`config.mk`:
```
export PLATFORM = sky130hd
export DESIGN_NAME = alu_seq_ctrl
export DESIGN_NICKNAME = d
export VERILOG_FILES = /design/src/rtl/alu_seq_ctrl.sv
export SDC_FILE = /design/constraint.sdc
export NUM_CORES = 1
export LEC_CHECK = 0
export ABC_AREA = 0
export CAP_MARGIN = 10
export CORE_MARGIN = 1
export CORE_UTILIZATION = 44
export DETAILED_ROUTE_END_ITERATION = 6
export PLACE_DENSITY = 0.76
export SLEW_MARGIN = 20
export SYNTH_ARGS = -nofsm -noshare
export SYNTH_HDL_FRONTEND = slang
export SYNTH_SLANG_ARGS = --single-unit
```
`constraint.sdc`:
```
create_clock -name Clk -period 2.1 [get_ports Clk]
set_input_delay 0.42 -clock Clk [delete_from_list [all_inputs] [get_ports Clk]]
set_output_delay 0.42 -clock Clk [all_outputs]
set_load 0.02 [all_outputs]
```
`src/rtl/alu_seq_ctrl.sv`:
```
// Command sequencer for the register-file / ALU / write-back-mux datapath.
// Each accepted command walks IDLE -> READ -> EXEC -> WB -> RESP; literal writes skip READ/EXEC.
module alu_seq_ctrl #(
  parameter int unsigned EXEC_WAIT = 1
) (
  input  logic        Clk,
  input  logic        Rst_n,
  input  logic        cmd_valid,
  output logic        cmd_ready,
  input  logic [3:0]  cmd_op,
  input  logic [4:0]  cmd_rs,
  input  logic [4:0]  cmd_rt,
  input  logic [4:0]  cmd_rd,
  input  logic [4:0]  cmd_shamt,
  input  logic        cmd_src,
  input  logic [31:0] cmd_imm,
  output logic [4:0]  RR1,
  output logic [4:0]  RR2,
  output logic [4:0]  WR,
  output logic [31:0] WD,
  output logic        WE,
  output logic [3:0]  AluOp,
  output logic [4:0]  ShiftCount,
  output logic        Mux_Ctrl,
  input  logic [31:0] AluResult,
  output logic        rsp_valid,
  input  logic        rsp_ready,
  output logic [31:0] rsp_data,
  output logic [4:0]  rsp_rd,
  output logic        rsp_err
);

  typedef enum logic [2:0] {
    S_IDLE,
    S_READ,
    S_EXEC,
    S_WB,
    S_RESP
  } state_t;

  state_t      r_state;
  logic [4:0]  r_rd;
  logic        r_src;
  logic [31:0] r_imm;
  logic [31:0] r_result;
  logic [3:0]  r_cnt;

  function automatic logic f_legal(input logic [3:0] op);
    case (op)
      4'b0000, 4'b0001, 4'b0010, 4'b0110, 4'b0111,
      4'b1000, 4'b1100, 4'b1101, 4'b1110, 4'b1111: return 1'b1;
      default:                                     return 1'b0;
    endcase
  endfunction

  // Gated by Rst_n so no command can be handshaken while reset is held.
  assign cmd_ready = Rst_n && (r_state == S_IDLE);

  always_ff @(posedge Clk or negedge Rst_n) begin
    if (!Rst_n) begin
      r_state    <= S_IDLE;
      r_rd       <= '0;
      r_src      <= 1'b0;
      r_imm      <= '0;
      r_result   <= '0;
      r_cnt      <= '0;
      RR1        <= '0;
      RR2        <= '0;
      WR         <= '0;
      WD         <= '0;
      WE         <= 1'b0;
      AluOp      <= '0;
      ShiftCount <= '0;
      Mux_Ctrl   <= 1'b0;
      rsp_valid  <= 1'b0;
      rsp_data   <= '0;
      rsp_rd     <= '0;
      rsp_err    <= 1'b0;
    end else begin
      case (r_state)
        S_IDLE: begin
          if (cmd_valid) begin
            r_rd  <= cmd_rd;
            r_src <= cmd_src;
            r_imm <= cmd_imm;
            if (!cmd_src) begin
              r_state  <= S_WB;
              WE       <= 1'b1;
              WR       <= cmd_rd;
              WD       <= cmd_imm;
              Mux_Ctrl <= 1'b0;
            end else if (f_legal(cmd_op)) begin
              r_state    <= S_READ;
              RR1        <= cmd_rs;
              RR2        <= cmd_rt;
              AluOp      <= cmd_op;
              ShiftCount <= cmd_shamt;
            end else begin
              r_state   <= S_RESP;
              rsp_valid <= 1'b1;
              rsp_err   <= 1'b1;
              rsp_rd    <= cmd_rd;
              rsp_data  <= '0;
            end
          end
        end
        S_READ: begin
          r_state <= S_EXEC;
          r_cnt   <= 4'(EXEC_WAIT - 1);
        end
        S_EXEC: begin
          // Result is captured on the closing edge of the last settling cycle.
          if (r_cnt == 4'd0) begin
            r_result <= AluResult;
            r_state  <= S_WB;
            WE       <= 1'b1;
            WR       <= r_rd;
            WD       <= r_imm;
            Mux_Ctrl <= r_src;
          end else begin
            r_cnt <= r_cnt - 4'd1;
          end
        end
        S_WB: begin
          WE        <= 1'b0;
          r_state   <= S_RESP;
          rsp_valid <= 1'b1;
          rsp_err   <= 1'b0;
          rsp_rd    <= r_rd;
          rsp_data  <= r_src ? r_result : r_imm;
        end
        S_RESP: begin
          if (rsp_ready) begin
            rsp_valid <= 1'b0;
            rsp_err   <= 1'b0;
            r_state   <= S_IDLE;
          end
        end
        default: r_state <= S_IDLE;
      endcase
    end
  end

endmodule

```
### Yosys cells after proc, flatten, opt, wreduce, memory -nomap -nowiden

Memories as Yosys holds them, arrays and structs flattened.
Cells that the tools add are included.

* bits in registers: 174
* output and inout port bits: 98
* memories kept: 1
* input bits: 93
* word-level logic and storage cells: 90
* bits in read-only memories: 16

* equality and inequality tests: 11
* multiplexer cells: 42
* reductions and logical operators: 17
* $add $sub $neg: 1

Memories
* (no name shown): words 16, bits a word 1, read ports 1, clocked after memory_dff 0, write ports 0, line 49 `case (op)`

Operators with widths (count)
* $mux 32: 7
* $pmux 32 s2: 2
* $mux 5: 6
* $pmux 5 s2: 2
* $reduce_and 4->1: 4
* $mux 3: 5
* $pmux 3 s5: 1
* $ne 2x2->1 const B: 7
* $mux 1: 13
* $pmux 1 s3: 3
* $pmux 4 s2: 1
* $eq 3x2->1 const B: 2
* $reduce_and 2->1: 3
* $reduce_bool 2->1: 3
* $reduce_bool 3->1: 2
* $reduce_and 5->1: 1
* $logic_not 4->1: 1
* $mux 4: 1
* $sub 4x1->4 const B: 1
* $eq 3x1->1 const B: 1
* $eq 3x3->1 const B: 1
* $logic_not 3->1: 1
* $reduce_and 3->1: 1
* $pmux 1 s2: 1
* $logic_and 1x1->1: 1

### Depth between registers and ports, before layout

Gate-level depths: netlist of run 1.
An unclocked memory read counts as a cell.

* word-level depth: 8
* mapped depth: 8
* gate-level depth less buffers: 6

### Worst setup path after synthesis of run 1

Ideal clock, no wire load.

* path type: reg2reg
* from: reg r_cnt[0]
* to: reg WD[19]
* clock period less this slack: 2.291 ns
* stages on the path, launching flop included: 9
* path buffers: 2
* setup slack: -0.191 ns
* setup time: 0.125 ns
* data required time: 1.975 ns
* data arrival time: 2.166 ns
* path through: dfrtp_1 inv_1 ha_1 or3b_2 a21oi_1 and2_1 buf_2 buf_4 mux2_2

* longest elaborated chain between the ends: 3

Ends and longest elaborated chain
* from (decl): line 46 `logic [3:0] r_cnt;`
* from (signal assigned): line 109 `r_cnt <= 4'(EXEC_WAIT - 1);`
* from (signal assigned): line 121 `r_cnt <= r_cnt - 4'd1;`
* $logic_not 4->1: line 113 `if (r_cnt == 4'd0) begin`
* $ne 2x2->1 (no line)
* $reduce_and 4->1 (no line)
* to (signal assigned): line 90 `WD <= cmd_imm;`
* to (signal assigned): line 118 `WD <= r_imm;`
* to (decl): line 20 `output logic [31:0] WD,`

No other way between the ends.
A chain may end at the register's enable or synchronous reset.

### Worst setup path in the final report of run 1

* from: reg r_cnt[1]
* to: reg WD[28]

The elaborated chain is that of the path after synthesis.

==> impl_metrics.json, run 1 <==
{
  "synth_nets": 611,
  "antenna_found_initial": 0,
  "initial_core_util_pct": 45.1,
  "drive_gt1_share_pct": 32.4,
  "synth-edff-count": 0,
  "swShare_pct": 34.3,
  "slew_violations": 0,
  "grt_max_degree": 114,
  "synthFlopType": "dfrtp_1",
  "rsz0062_at_grt": "yes",
  "grt_overflow": 0,
  "seqPwrFrac_pct": 32.9,
  "pwr-share-comb_pct": 48.5,
  "via_per_inst": 5.25,
  "cp.required_ps": 2410,
  "wl_per_cell_um": 19.6,
  "ctsHtreeMaxLevel": 4,
  "slew_headroom_pct": 46.8,
  "via_count": 5064,
  "drc": 0,
  "drv_cap": 0,
  "yosysTopAreaCell": "dfrtp_1",
  "numCtsBuffers": 17,
  "clock_tree.root_cell": "clkbuf_16",
  "min_path_type": "in2async",
  "io_buffers": 190,
  "grt_pass1_vias": 5465,
  "finClkSkew_ps": 11.0,
  "postRouteAntennaNets": 0,
  "area_growth_pct": 44.2,
  "cp.arrival_ps": 2390,
  "io_pins": 191,
  "tightest_slew_ps": 798,
  "netlist_instances": 516,
  "clkPwrFrac_pct": 18.6,
  "status": "finished clean",
  "synth_warnings": 0,
  "dp_cells": 921,
  "critPathTopFamily": "simple AND/OR/NAND/NOR gates",
  "dr.pass1.iters": 4,
  "async_flop_share_pct": 100,
  "die_x_um": 132,
  "clk_latency_ps": 430,
  "drt_wl_total_um": 18900,
  "yosysSeqAreaShare_pct": 58.5,
  "leakagePower_nw": 4.54,
  "fin_nets": 826,
  "synthTopCellsByCount": "174 x dfrtp_1, 152 x mux2_2, 32 x mux2i_1, 32 x o2bb2ai_1, 19 x clkbuf_1",
  "hold_viol_final": 0,
  "path_class": "reg2reg",
  "ys_types": 39,
  "min_period_ps": 2090,
  "synth-seq-cells": 174,
  "die-area_mm2": 0.0174,
  "fin_crit_sh_pct": 99.4,
  "yosysTopAreaCellShare_pct": 58.5,
  "core_area_mm2": 0.0165,
  "rows": 47,
  "crit_buf_inv": 3,
  "cts_tree": "done",
  "setup_ws_ps": 11.7,
  "worst_path_max_delay_cell": "dfrtp_1",
  "synth.avg_cell_area_um2": 14.4,
  "p_per_area_mw_per_mm2": 1710,
  "grt_pass1_wl_um": 29400,
  "drtIter0Drc": 193,
  "clk_pin_slew_worst_paths_ps": 60,
  "max_stage_delay_ps": 400,
  "post-place-ws_ps": -223,
  "ir_drop_uv": 1220,
  "fmax_mhz": 479,
  "syn_area_mm2": 0.00745,
  "cts.path.max_buffers": 2,
  "setup_violations": 0,
  "antennaDiodeCount": 0,
  "hpwl_um": 12200,
  "fin_cells": 964,
  "cp_cell_sequence": "inv_2 > ha_4 > or3b_4 > a21oi_2 > and2_4 > buf_12 > buf_12 > mux2_2",
  "intPower_mw": 12.0,
  "crit_fanout": 5,
  "yosys-top-cells-area": "dfrtp_1 58%, mux2_2 23%, mux2i_1 4.3%, o2bb2ai_1 3.8%, mux2_1 1.5%",
  "end_kind": "flop",
  "grt_usage_pct": 21.8,
  "cpMostUsedCell": "buf_12",
  "finalSetupTns_ps": 0,
  "clock_sinks": 174,
  "place_congestion": 0.780,
  "synth_most_common_cell": "dfrtp_1",
  "dieHeight_um": 132,
  "p_switching_mw": 6.30,
  "ctsHoldBuffers": 0,
  "cp-start-kind": "flop"
}
==> registers in the layout (all words and copies together) (netlist names), 3 cells and up <==
signal      cells
RR2             5
ShiftCount      5
r_rd            5
r_imm          32
RR1             5
rsp_data       32
r_state         3
AluOp           4
rsp_rd          5
WR              5
r_cnt           4
WD             32
r_result       32
==> power by group through the flow <==
stage | combinational (mW) | clock (mW) | sequential [mW]
2_1_floorplan | 3.93 | 0 | 6.91
3_3_place_gp | 8.05 | 0 | 5.97
3_5_place_dp | 8.28 | 0 | 6.04
4_1_cts | 8.30 | 3.48 | 6.02
5_1_grt | 9.46 | 3.60 | 6.24
6_report | 8.90 | 3.42 | 6.03
==> cell type report <==
cell class / instances / area, µm²
multi-input combinational: 301 / 3020
tap: 220 / 275
timing repair buffer: 230 / 2420
inverter: 7 / 26.3
clock inverter: 13 / 185
fill: 1205 / 5790
clock buffer: 19 / 453
sequential: 174 / 4360
==> layout by cell type (no fill, tap or decap), types with 3 or more instances in the layout <==
cell type        count
a21oi_1             10
a221o_1              5
a22o_1               3
buf_12              11
buf_4               23
bufinv_16            4
clkbuf_16           21
clkdlybuf4s50_1    188
clkinv_2             3
dfrtp_1            173
inv_1                5
mux2_1              10
mux2_2             137
mux2_4              15
mux2i_1             32
nand2_1             16
nor2_1               3
o21a_1               3
o21ai_0              5
o2bb2ai_1           32
==> timing repair <==
item,CTS,global route
setup endpoints to repair,1,34
resized for setup,2,20
setup buffers,0,5
gates cloned,0,6
pin swaps,0,3
==> worst reg2reg max path, cell delays in order (launching register included) <==
cell and delay (ps):
dfrtp_1 400, inv_2 90, ha_4 140, or3b_4 380
a21oi_2 160, and2_4 200, buf_12 140, buf_12 120
mux2_2 340
==> worst paths after layout <==
kind                            slack (ps)       endpoint     startpoint  cells after the start
worst max-delay path                    10         WD[28]       r_cnt[1]                      8
worst min-delay path                    90          WD[2]          Rst_n                      2
worst max register to register          10         WD[28]       r_cnt[1]                      8
worst min register to register         490  ShiftCount[2]  ShiftCount[2]                      1
max in group asynchronous              700   rsp_data[16]          Rst_n                      3
min in group Clk                       490  ShiftCount[2]  ShiftCount[2]                      1
==> per-layer routing <==
metal | track usage [%] | wire, µm | vias to the layer above
met1 | 27.6 | 8080 | 2551
met5 | 0 | 0 | -
met2 | 36.3 | 9260 | 177
li1 | - | - | 2312
met4 | 6.52 | 263 | 0
met3 | 6.34 | 1260 | 24
==> stage by stage <==
| step | util, % | hold WS, ps | total power [mW] | instance area [µm²] |
|---|---|---|---|---|
| floorplan | - | 124 | 10.8 | 7480 |
| global placement | 59.5 | 470 | 14.0 | 9840 |
| global route | 65.0 | 135 | 19.3 | 10700 |
| finish | 65.0 | 85.6 | 18.3 | 10700 |
| detailed placement | 59.5 | 473 | 14.3 | 9840 |
| CTS | 63.4 | 119 | 17.8 | 10500 |
==> logic make-up after synthesis <==
kind of cell | count (synthesis) | share of synthesized area, %
mux | 194 | 28.8
flops | 174 | 58.5
compound gates | 69 | 7.38
buf+inv | 41 | 2.32
simple gates | 36 | 2.69
fa+ha+maj | 2 | 0.336
No activity file was read; power rests on OpenSTA's default activity.
==> run 2: changes to the inputs <==
--- a/config.mk
+++ b/config.mk
@@ -10,7 +10,9 @@
 export CORE_MARGIN = 1
 export CORE_UTILIZATION = 44
 export DETAILED_ROUTE_END_ITERATION = 6
-export PLACE_DENSITY = 0.76
+export GPL_ROUTABILITY_DRIVEN = 0
+export PLACE_DENSITY = 0.81
+export REMOVE_ABC_BUFFERS = 1
 export SLEW_MARGIN = 20
 export SYNTH_ARGS = -nofsm -noshare
 export SYNTH_HDL_FRONTEND = slang
==> run 2 against run 1 <==
The flow now finishes with violations (setup timing). Register-to-register slack about the same. Maximum frequency down 0.58%. Non-clock buffer count up 5. Routed wire length down 1.0%. First-iteration DRC count down 1.0%. Sequential share of layout area up 0.63 points. Die area unchanged. Sequential cell count unchanged. Final cell count up 0.10%. Worst setup slack worse by 12 ps. Critical path type unchanged. Critical endpoint is now WD[25]. Largest cell class unchanged. Largest power group unchanged. Highest routed layer unchanged.
==> impl_metrics.json, run 2 (synthesis gave the netlist of run 1 again) <==
{
  "dp_cells": 929,
  "wl_per_cell_um": 19.4,
  "initial_core_util_pct": 45.1,
  "max_stage_delay_ps": 400,
  "grt_pass1_vias": 5498,
  "seqPwrFrac_pct": 34.5,
  "min_path_type": "in2async",
  "n_fill_cell": 1205,
  "worst_path_max_delay_cell": "dfrtp_1",
  "die-area_mm2": 0.0174,
  "via_count": 5074,
  "cp-start-kind": "flop",
  "multi_input_area_mm2": 0.00299,
  "pwr-share-comb_pct": 48.5,
  "clock_tree.root_cell": "clkbuf_16",
  "leakagePower_nw": 4.45,
  "rsz0062_at_grt": "yes",
  "ctsHoldBuffers": 0,
  "fmax_mhz": 476,
  "grt_pass1_wl_um": 30100,
  "swShare_pct": 34.9,
  "crit_buf_inv": 3,
  "slew_headroom_pct": 40.7,
  "top_layer": "met4",
  "clk_latency_ps": 420,
  "layout_common_cells": "188 x clkdlybuf4s50_1, 173 x dfrtp_1, 147 x mux2_2",
  "total_power_mw": 17.6,
  "p_switching_mw": 6.14,
  "clk_pin_slew_worst_paths_ps": 60,
  "drc": 0,
  "min_period_ps": 2100,
  "hpwl_um": 12500,
  "cts.path.max_buffers": 2,
  "ctsHtreeMaxLevel": 4,
  "failed_checks": "setup timing",
  "slew_violations": 0,
  "cp.arrival_ps": 2400,
  "die_x_um": 132,
  "final_area_mm2": 0.0106,
  "tightest_slew_ps": 889,
  "fin_cells": 965,
  "hold_viol_final": 0,
  "antenna_found_initial": 0,
  "fin_crit_sh_pct": 100,
  "dr.pass1.iters": 5,
  "io_buffers": 190,
  "final-seq-area_mm2": 0.00436,
  "final_common_cell": "clkdlybuf4s50_1",
  "drive_gt1_share_pct": 32.2,
  "clock_sinks": 174,
  "area_growth_pct": 42.0,
  "numCtsBuffers": 17,
  "status": "finished, violations left",
  "wl_met1_um": 7990,
  "core_area_mm2": 0.0165,
  "drtIter0Drc": 191,
  "antennaDiodeCount": 0,
  "whs_ps": 213,
  "wl_met2_um": 9630,
  "grt_overflow": 0,
  "critPathTopFamily": "simple AND/OR/NAND/NOR gates",
  "rows": 47,
  "clkPwrFrac_pct": 17.0,
  "end_kind": "flop",
  "ir_drop_uv": 871,
  "grt_usage_pct": 22.4,
  "intPower_mw": 11.5,
  "dieHeight_um": 132,
  "cp_cell_sequence": "inv_2 > ha_4 > or3b_4 > a21oi_4 > and2_4 > buf_6 > buf_12 > mux2_2",
  "path_class": "reg2reg",
  "drt_wl_total_um": 18700,
  "met3_wirelength_um": 802,
  "grt_max_degree": 175,
  "drv_cap": 0,
  "placed_area_mm2": 0.00989,
  "postRouteAntennaNets": 0,
  "io_pins": 191,
  "p_per_area_mw_per_mm2": 1660,
  "cts_tree": "done",
  "via_per_inst": 5.26,
  "setup_violations": 1,
  "cp.required_ps": 2400,
  "finClkSkew_ps": 8.62,
  "fin_nets": 831,
  "setup_ws_ps": -0.411,
  "crit_fanout": 6
}
-- run 2: cell types whose count changed in the layout (fill, tap and decap cells not counted), moves of 2 or more --
cell       delta
buf_4        +10
bufinv_16     -2
clkbuf_1      +3
clkbuf_16     -3
clkinv_4      -2
inv_6         -2
mux2_2       +10
mux2_4       -10
-- run 2: per-stage QoR --
stage / util (%) / setup TNS, ps / setup slack (ps)
global placement: 59.8 / -7470 / -153
detailed placement: 59.8 / -15500 / -280
global route: 64.0 / -456 / -51.3
CTS: 63.7 / 0 / 0.735
floorplan: - / -294790 / -3600
finish: 64.0 / -0.411 / -0.411
-- run 2: final timing paths --
kind	startpoint	endpoint	slack, ps	cells after the start
min reg2reg	rsp_valid	rsp_valid	490	2
min	Rst_n	r_imm[24]	210	2
max in group asynchronous	Rst_n	r_src	1240	2
min in group Clk	rsp_valid	rsp_valid	490	2
max reg2reg	r_cnt[1]	WD[25]	-0.4	8
max	r_cnt[1]	WD[25]	-0.4	8
-- run 2: layout make-up --
class | count | area share (%)
multi-input combinational | 301 | 28.3
inverter | 7 | 0.248
tap | 220 | 2.60
clock inverter | 7 | 0.876
sequential | 174 | 41.2
timing repair buffer | 235 | 22.5
clock buffer | 21 | 4.26
-- run 2: power by group through the flow --
| stage | sequential (mW) | combinational (mW) | clock, mW |
|---|---|---|---|
| after floorplan | 7.09 | 3.53 | 0 |
| after global placement | 5.98 | 8.07 | 0 |
| after detailed placement | 6.10 | 8.31 | 0 |
| final | 6.08 | 8.54 | 2.99 |
| after CTS | 6.07 | 8.55 | 3.05 |
| after global routing | 6.27 | 9.07 | 3.18 |
-- run 2: layer usage --
metal  global-route usage (%)  vias up
met5                        0        -
met4                     7.43        0
met3                     4.77       18
met2                     38.8      137
met1                     27.9     2591
li1                         -     2328
-- run 2: what timing repair did --
| action | in CTS | in global routing |
|---|---|---|
| gates cloned | 1 | 1 |
| resized for setup | 10 | 11 |
| endpoints found under the setup margin | 38 | 34 |
| pin swaps | 2 | 3 |
| setup buffers | 4 | 3 |
| hold endpoints to repair | 0 | 0 |
==> run 3: changes to the inputs <==
--- a/config.mk
+++ b/config.mk
@@ -8,10 +8,11 @@
 export ABC_AREA = 0
 export CAP_MARGIN = 10
 export CORE_MARGIN = 1
-export CORE_UTILIZATION = 44
+export CORE_UTILIZATION = 50
 export DETAILED_ROUTE_END_ITERATION = 6
+export DONT_BUFFER_PORTS = 1
 export GPL_ROUTABILITY_DRIVEN = 0
-export PLACE_DENSITY = 0.81
+export PLACE_DENSITY = 0.73
 export REMOVE_ABC_BUFFERS = 1
 export SLEW_MARGIN = 20
 export SYNTH_ARGS = -nofsm -noshare
==> run 3 against run 2 <==
Sequential power increased by 23%. Combinational power decreased by 39%. Highest routed layer unchanged. Critical endpoint is now WD[2]. Cell area decreased by 19%. The run ends with hold timing left.
==> impl_metrics.json, run 3 (synthesis gave the netlist of run 1 again) <==
{
  "status": "finished, violations left",
  "failed_checks": "hold timing",
  "cp-start-kind": "flop",
  "drtIter0Drc": 260,
  "via_per_inst": 5.99,
  "clock_tree.root_cell": "clkbuf_16",
  "dr.pass1.iters": 4,
  "area_growth_pct": 15.4,
  "p_per_area_mw_per_mm2": 1830,
  "timing.rr.start": "r_cnt[0]",
  "numCtsBuffers": 17,
  "clkPwrFrac_pct": 19.6,
  "min_path_type": "in2async",
  "grt_max_degree": 176,
  "dieHeight_um": 124,
  "slew_violations": 0,
  "finClkSkew_ps": 16.5,
  "rows": 44,
  "cts.path.max_buffers": 2,
  "clk_pin_slew_worst_paths_ps": 70,
  "wl_met1_um": 6790,
  "setup_ws_ps": 47.3,
  "rsz0062_at_grt": "yes",
  "leakagePower_nw": 3.70,
  "r2r_slack_ps": 50,
  "grt_pass1_wl_um": 25400,
  "core_area_mm2": 0.0145,
  "worst_path_max_delay_cell": "dfrtp_1",
  "fin_cells": 734,
  "drc": 0,
  "grt_usage_pct": 22.0,
  "final_common_cell": "dfrtp_1",
  "post-place-ws_ps": -63.9,
  "top_layer": "met4",
  "fmax_mhz": 487,
  "ir_drop_uv": 782,
  "intPower_mw": 9.79,
  "hpwl_um": 11100,
  "slew_headroom_pct": 67.0,
  "crit_buf_inv": 2,
  "crit_fanout": 6,
  "min_period_ps": 2050,
  "end_kind": "flop",
  "critPathTopFamily": "simple AND/OR/NAND/NOR gates",
  "drt_wl_total_um": 17100,
  "swShare_pct": 37.7,
  "tightest_slew_ps": 496,
  "grt_overflow": 0,
  "initial_core_util_pct": 51.2,
  "whs_ps": -316,
  "via_count": 4398,
  "max_stage_delay_ps": 390,
  "cts_tree": "done",
  "ctsHtreeMaxLevel": 4,
  "pwr-share-comb_pct": 33.0,
  "cp_cell_sequence": "inv_2 > ha_4 > or3b_4 > a21oi_4 > and2_4 > clkbuf_16 > mux2_2",
  "antenna_found_initial": 0,
  "io_buffers": 0,
  "postRouteAntennaNets": 0,
  "clk_latency_ps": 430,
  "fin_nets": 632,
  "io_pins": 191,
  "final-seq-area_mm2": 0.00436,
  "hold_viol_final": 174,
  "worstRegToRegCells": 7,
  "drive_gt1_share_pct": 43.1,
  "grt_pass1_vias": 4541,
  "seqPwrFrac_pct": 47.4,
  "cp.arrival_ps": 2360,
  "drv_cap": 0,
  "die-area_mm2": 0.0154,
  "setup_violations": 0,
  "antennaDiodeCount": 0,
  "wl_per_cell_um": 23.3,
  "multi_input_area_mm2": 0.00300,
  "n_fill_cell": 1104,
  "fin_crit_sh_pct": 97.7,
  "cp.required_ps": 2400,
  "layout_common_cells": "172 x dfrtp_1, 146 x mux2_2, 32 x mux2i_1, 32 x o2bb2ai_1, 26 x buf_4",
  "path_class": "reg2reg",
  "r2r_end": "WD[2]",
  "met3_wirelength_um": 1180,
  "dp_cells": 692,
  "clock_sinks": 174,
  "p_switching_mw": 5.92,
  "die_x_um": 124,
  "wl_met2_um": 8880
}
[run 3: cell types whose count changed in the layout (fill, tap and decap cells not counted), moves of 2 or more]
| cell | previous run | this run |
|---|---|---|
| clkbuf_1 | 3 | 0 |
| clkinv_4 | 0 | 3 |
| buf_12 | 10 | 6 |
| clkdlybuf4s50_1 | 188 | 0 |
| clkinvlp_4 | 3 | 0 |
| clkbuf_16 | 18 | 20 |
| buf_4 | 33 | 26 |
| inv_6 | 0 | 5 |
[run 3: worst max-delay path by stage]
stage / start / to / slack (ps) / cells past startpoint
after CTS: r_state[1] / cmd_ready / 30 / 3
after global routing: r_cnt[0] / WD[11] / -60 / 7
after detailed placement: r_cnt[1] / WD[12] / -60 / 7
after floorplan: r_state[1] / r_result[0] / -3600 / 3
final: r_cnt[0] / WD[2] / 50 / 7
after global placement: r_cnt[0] / WD[8] / -7 / 7
[run 3: power by group through the flow]
stage | Clock (mW) | Combinational [mW] | Sequential, mW
2_1_floorplan | 0 | 3.53 | 7.09
3_3_place_gp | 0 | 4.59 | 7.41
3_5_place_dp | 0 | 4.84 | 7.49
4_1_cts | 3.14 | 4.86 | 7.45
5_1_grt | 3.28 | 5.57 | 7.66
6_report | 3.09 | 5.18 | 7.45
[run 3: layout make-up]
cell class	count	area share, %
Tap cell	184	2.68
Inverter	7	0.306
Clock inverter	13	1.47
Sequential cell	174	50.7
Multi-Input combinational cell	301	34.9
Timing Repair Buffer	36	4.68
Clock buffer	19	5.27
[run 3: repair_timing]
action / in CTS / in global routing
gates cloned: 0 / 4
setup endpoints to repair: 38 / 43
hold endpoints to repair: 174 / 174
buffers inserted: 0 / 6
pin swaps: 0 / 2
gates resized for setup: 4 / 13
[run 3: metrics by stage]
step / hold slack [ps] / area, µm² / setup TNS [ps] / power [mW] / util, %
floorplan: 124 / 7300 / -294790 / 10.6 / -
global route: -332 / 8590 / -1560 / 16.5 / 59.1
finish: -316 / 8590 / 0 / 15.7 / 59.1
CTS: -329 / 8410 / 0 / 15.4 / 57.9
detailed placement: 127 / 7820 / -1660 / 12.3 / 53.8
global placement: 128 / 7820 / -118 / 12.0 / 53.8
[run 3: per-layer routing]
layer  vias to the layer above  GRT usage [%]
met2                       149           37.0
met5                         -              0
li1                       1941              -
met3                        23           7.19
met4                         0           7.74
met1                      2285           26.6
